[src/rtl/aclk_key_decoder.sv]
// Keypad decoder for the alarm clock: turns ASCII key codes into the key_time
// digit plus the show/load controls for the display mux and time/alarm registers.
//
// Ports
//   clock, reset_n          : clock and asynchronous active-low reset
//   key_valid / key_ready   : key_code handshake (accepted when both high at an edge)
//   key_code [7:0]          : ASCII key ('0'-'9', 'A', 'T', 'C')
//   key_time [3:0]          : last entered digit
//   show_new_time           : entry in progress, display shows key_time
//   load_new_a / load_new_c : one-cycle load strobes (alarm / current time)
//   key_error               : one-cycle strobe, accepted code was not a legal key
module aclk_key_decoder #(
  parameter int unsigned TIMEOUT = 1000,
  parameter int unsigned TIMER_W = 10
) (
  input  logic       clock,
  input  logic       reset_n,
  input  logic       key_valid,
  output logic       key_ready,
  input  logic [7:0] key_code,
  output logic [3:0] key_time,
  output logic       show_new_time,
  output logic       load_new_a,
  output logic       load_new_c,
  output logic       key_error
);

  localparam int unsigned CODE_W = 8;
  localparam int unsigned DIGIT_W = 4;
  localparam logic [TIMER_W-1:0] TIMER_LAST = TIMER_W'(TIMEOUT - 1);

  typedef enum logic [1:0] {
    ST_IDLE  = 2'd0,
    ST_ENTRY = 2'd1,
    ST_LOAD  = 2'd2
  } state_e;

  state_e               state_q;
  logic [TIMER_W-1:0]   timer_q;
  logic [DIGIT_W-1:0]   key_time_q;
  logic                 show_q;
  logic                 load_a_q;
  logic                 load_c_q;
  logic                 error_q;
  logic                 ready_q;

  logic                 accept_c;
  logic                 is_digit_c;
  logic                 is_a_c;
  logic                 is_t_c;
  logic                 is_c_c;
  logic [DIGIT_W-1:0]   digit_c;
  logic                 timeout_c;

  // Key decode; for '0'-'9' the low nibble of the ASCII code is the digit value.
  always_comb begin
    accept_c   = key_valid && ready_q;
    is_digit_c = (key_code >= CODE_W'(8'h30)) && (key_code <= CODE_W'(8'h39));
    is_a_c     = (key_code == CODE_W'(8'h41));
    is_t_c     = (key_code == CODE_W'(8'h54));
    is_c_c     = (key_code == CODE_W'(8'h43));
    digit_c    = key_code[DIGIT_W-1:0];
    timeout_c  = (timer_q == TIMER_LAST);
  end

  // Session FSM with registered outputs; strobes default low every cycle.
  always_ff @(posedge clock or negedge reset_n) begin
    if (!reset_n) begin
      state_q    <= ST_IDLE;
      timer_q    <= '0;
      key_time_q <= '0;
      show_q     <= 1'b0;
      load_a_q   <= 1'b0;
      load_c_q   <= 1'b0;
      error_q    <= 1'b0;
      ready_q    <= 1'b0;
    end else begin
      load_a_q <= 1'b0;
      load_c_q <= 1'b0;
      error_q  <= 1'b0;
      ready_q  <= 1'b1;
      case (state_q)
        ST_IDLE: begin
          if (accept_c) begin
            if (is_digit_c) begin
              key_time_q <= digit_c;
              show_q     <= 1'b1;
              timer_q    <= '0;
              state_q    <= ST_ENTRY;
            end else if (!(is_a_c || is_t_c || is_c_c)) begin
              error_q <= 1'b1;
            end
          end
        end
        ST_ENTRY: begin
          if (accept_c && is_digit_c) begin
            key_time_q <= digit_c;
            timer_q    <= '0;
          end else if (accept_c && (is_a_c || is_t_c)) begin
            load_a_q <= is_a_c;
            load_c_q <= is_t_c;
            ready_q  <= 1'b0;
            state_q  <= ST_LOAD;
          end else if (accept_c && is_c_c) begin
            key_time_q <= '0;
            show_q     <= 1'b0;
            timer_q    <= '0;
            state_q    <= ST_IDLE;
          end else begin
            // Idle cycle or illegal key: the inactivity timer keeps running.
            error_q <= accept_c;
            if (timeout_c) begin
              show_q  <= 1'b0;
              timer_q <= '0;
              state_q <= ST_IDLE;
            end else begin
              timer_q <= TIMER_W'(timer_q + 1'b1);
            end
          end
        end
        ST_LOAD: begin
          show_q  <= 1'b0;
          timer_q <= '0;
          state_q <= ST_IDLE;
        end
        default: begin
          show_q  <= 1'b0;
          timer_q <= '0;
          state_q <= ST_IDLE;
        end
      endcase
    end
  end

  assign key_ready     = ready_q;
  assign key_time      = key_time_q;
  assign show_new_time = show_q;
  assign load_new_a    = load_a_q;
  assign load_new_c    = load_c_q;
  assign key_error     = error_q;

endmodule
[config.mk]
export PLATFORM = sky130hd
export DESIGN_NAME = aclk_key_decoder
export DESIGN_NICKNAME = d
export VERILOG_FILES = /design/src/rtl/aclk_key_decoder.sv
export SDC_FILE = /design/constraint.sdc
export NUM_CORES = 1
export LEC_CHECK = 0
export BUFFER_PORTS_ARGS = -buffer_cell sky130_fd_sc_hd__buf_2
export CAP_MARGIN = 20
export CORE_MARGIN = 2
export CORE_UTILIZATION = 58
export CTS_CLUSTER_SIZE = 28
export DETAILED_ROUTE_END_ITERATION = 10
export GPL_TIMING_DRIVEN = 0
export MAX_ROUTING_LAYER = met4
export PLACE_DENSITY = 0.85
export SLEW_MARGIN = 40
export SYNTH_ARGS = -nofsm -noshare
export SYNTH_HDL_FRONTEND = slang
export SYNTH_SLANG_ARGS = --single-unit
[constraint.sdc]
create_clock -name clock -period 3.19 [get_ports clock]
set_clock_uncertainty 0.15 [all_clocks]
set_input_delay 0.638 -clock clock [delete_from_list [all_inputs] [get_ports clock]]
set_output_delay 0.638 -clock clock [all_outputs]
set_load 0.05 [all_outputs]
==> run metrics <==
crit path capture type=register; WP data required=~3.3 ns; Routed Antenna Nets=0; H-tree levels=1; Die X=48.5 um; Startpoint Class=input pin; final HPWL from detailed placement=1590 um; Logic pwr share=32.6%; clk slew on worst S/H paths=about 0.12 ns; Finished Core Util=between 60% and 70%; GR Overflow Total=0; Vias=approximately 920; Initial Util=60.3%; P&R area growth vs syn=13.6%; gr usage total=between 20% and 30%; post_cts resized=0; synthesized area=1150 sq um; Vias/cell=5.99; # hold bufs at CTS=0; share of layout cells above drive strength 1=31.7%; IO Port Bufs=19; layout net count=around 140; clock sinks=21; global-route wire length before repair=around 3700 um; row count=16; Buf/Inv on CP=1; Flop pwr share=between 40% and 50%; Max Root-Sink Buffers=2; Largest stage delay, worst path=between 0.5 and 0.6 ns; outcome=complete, no violations; sw frac=36.0%; n_diodes=0; post-synthesis cell count=between 100 and 150; internal power=about 440 uW; Pwr Density=between 500 and 600 nW/um^2; root buf cell=clkbuf_4; Synth cell types=39; Reg2Reg Capture Point=timer_q[0]$_DFFE_PN0P_; final wirelength=approximately 2100 um; RSZ-0062 raised after global routing=no; HP Class=in2async; CP top delay family=simple AND/OR/NAND/NOR gates; critical path cell sequence=buf_2 > or4b_4 > nor4_4 > a21oi_1 > or3_4 > a22o_1; fmax=~450 MHz; R2R Setup Slk=roughly 1.2 ns; Max-Cap Viols=0; Hold Vio Cnt, Final=0; CP max FO=5; post-CTS repair timing setup buffer count=0; # IOs=20; yosys warns=0; static leakage=around 0.00058 uW; largest net degree at the start of global routing=22; # DRC=0; r2r worst-path depth=7; worst skew pair latency=approximately 0.30 ns; switching power=~250 uW; #FFs+latches synth=21; Worst Setup Path Type=in2reg; Worst path slowest cell=or4b_4; worst reg2reg startpoint=timer_q[0]$_DFFE_PN0P_; minimum clock period=2.24 ns; First-pass DRT Iterations=4; vias in the first global route=886; clock share of power=between 10% and 20%; clock buffer count from CTS=3; CORE AREA=1900 sq um; CTS tree=yes; Slew Limit Fails=0; slew margin rel.=between 60% and 70%; RePlAce Congestion=roughly 0.83; Routed WL per cell=13.7 um; maximum VDD drop=~0.00037 V; sequential cell area fraction in the yosys report=between 40% and 50%; DRC marker count from the first detailed-route iteration=27; power after layout=between 600 and 700 uW; Tightest Pin Transition=approximately 0.50 ns; die area=2350 sq um; synthesized net count=115; syn avg cell area=approximately 11 sq um; Tcrit/Tclk final=about 70%; DIE HEIGHT=48.5 um; initial antenna violation count=0; fillers=145; critical path arrival=~2.3 ns; setup TNS=0 ns; # setup viols final=0
==> cells in the final DEF, fill, tap and decap left out, types with 3 or more instances in the layout <==
cell      netlist  routed
a21oi_1         3       3
a22o_1         12      12
buf_2           0      19
o21ai_1         7       7
nor2_1          9       9
dfrtp_1        21      21
nand2_1         4       4
nand3_1         3       3
clkbuf_4        0       3
nor3_1          7       7
nor2b_1         3       3
==> power by group through the flow <==
stage,Clock [uW],Combinational (uW),Sequential [uW]
detailed placement,0,224,340
floorplan,0,128,379
CTS,131,225,334
global route,143,246,340
finish,128,223,335
global placement,0,219,337
==> stage by stage <==
stage                     instances  setup WS [ns]  instance area (sq um)  hold slack, ns
after floorplan                 103          0.828                   1150           0.192
after global placement          149          0.638                   1270           0.342
after detailed placement        149          0.614                   1270           0.342
after CTS                       153          0.952                   1300           0.122
after global routing            153          0.867                   1300           0.150
final                           153          0.946                   1300           0.114
==> per-layer routing <==
metal	GRT usage [%]	up-vias	wire length (um)
li1	-	444	-
met3	2.78	4	68
met5	-	-	0
met1	27.0	450	970
met2	33.3	19	1010
met4	8.57	0	42
==> state kept, by name, summed over array words and instances, names as in the netlist <==
signal         count
load_new_c         1
key_ready          1
state_q            2
show_new_time      1
key_time           4
key_error          1
load_new_a         1
timer_q           10
==> area by class of cell <==
cell class	count	area, sq um	share of cell area [%]
clock inverters	1	5.00	0.384
repair buffers	19	95.1	7.30
multi-input cells	78	588	45.1
flip-flops and latches	21	526	40.3
well taps	27	33.8	2.59
clock buffers	3	22.5	1.73
plain buffers	1	7.51	0.576
inverters	3	25.0	1.92
==> logic make-up (layout without fill, tap and decap cells) <==
group | count (synthesis) | after routing | share of synthesized area, %
flops | 21 | 21 | 45.9
compound gates | 30 | 30 | 21.2
buf+inv | 4 | 27 | 2.84
simple gates | 46 | 46 | 28.1
mux | 1 | 1 | 0.982
fa+ha+maj | 1 | 1 | 1.09
==> cells in the mapped netlist, drive strengths merged <==
master   instances  area [sq um]
o31ai            1          7.51
o32a             1          10.0
nor3b            1          7.51
nor3             8          45.0
o21ai            8          43.8
and3             2          12.5
nand3            3          15.0
a211oi           1          7.51
nand4            1          6.26
and3b            1          10.0
nand2            5          35.0
buf              1          7.51
a21oi            3          15.0
or4b             1          13.8
nand4bb          1          11.3
o21a             1          8.76
inv              2          7.50
o311ai           1          8.76
nor2            11          56.3
o32ai            1          27.5
nor2b            3          18.8
bufinv           1          17.5
nand4b           1          8.76
mux2             1          11.3
ha               1          12.5
a22o            12           105
a211o            1          8.76
nand2b           1          6.26
dfrtp           21           526
nor4             3          33.8
or3b             1          11.3
or3              2          22.5
or4              1          7.51
==> worst register-to-register path: cells and delay by family (launching register included) <==
kind,cells,cell delay [ns]
buffers and inverters,1,0.19
and+or+nand+nor,4,0.77
adders and majority gates,1,0.25
muxes,1,0.20
DFF,1,0.42
==> worst max path at each step <==
stage	start	end	cells past startpoint
2_1_floorplan	key_code[7]	key_time[0]$_DFFE_PN0P_	5
3_3_place_gp	key_code[2]	key_time[2]$_DFFE_PN0P_	6
3_5_place_dp	key_code[2]	key_time[2]$_DFFE_PN0P_	6
4_1_cts	key_code[2]	key_time[2]$_DFFE_PN0P_	6
5_1_grt	key_code[2]	key_time[2]$_DFFE_PN0P_	6
6_report	key_code[2]	key_time[1]$_DFFE_PN0P_	6
Note: power is estimated with default switching activity, not from simulation.
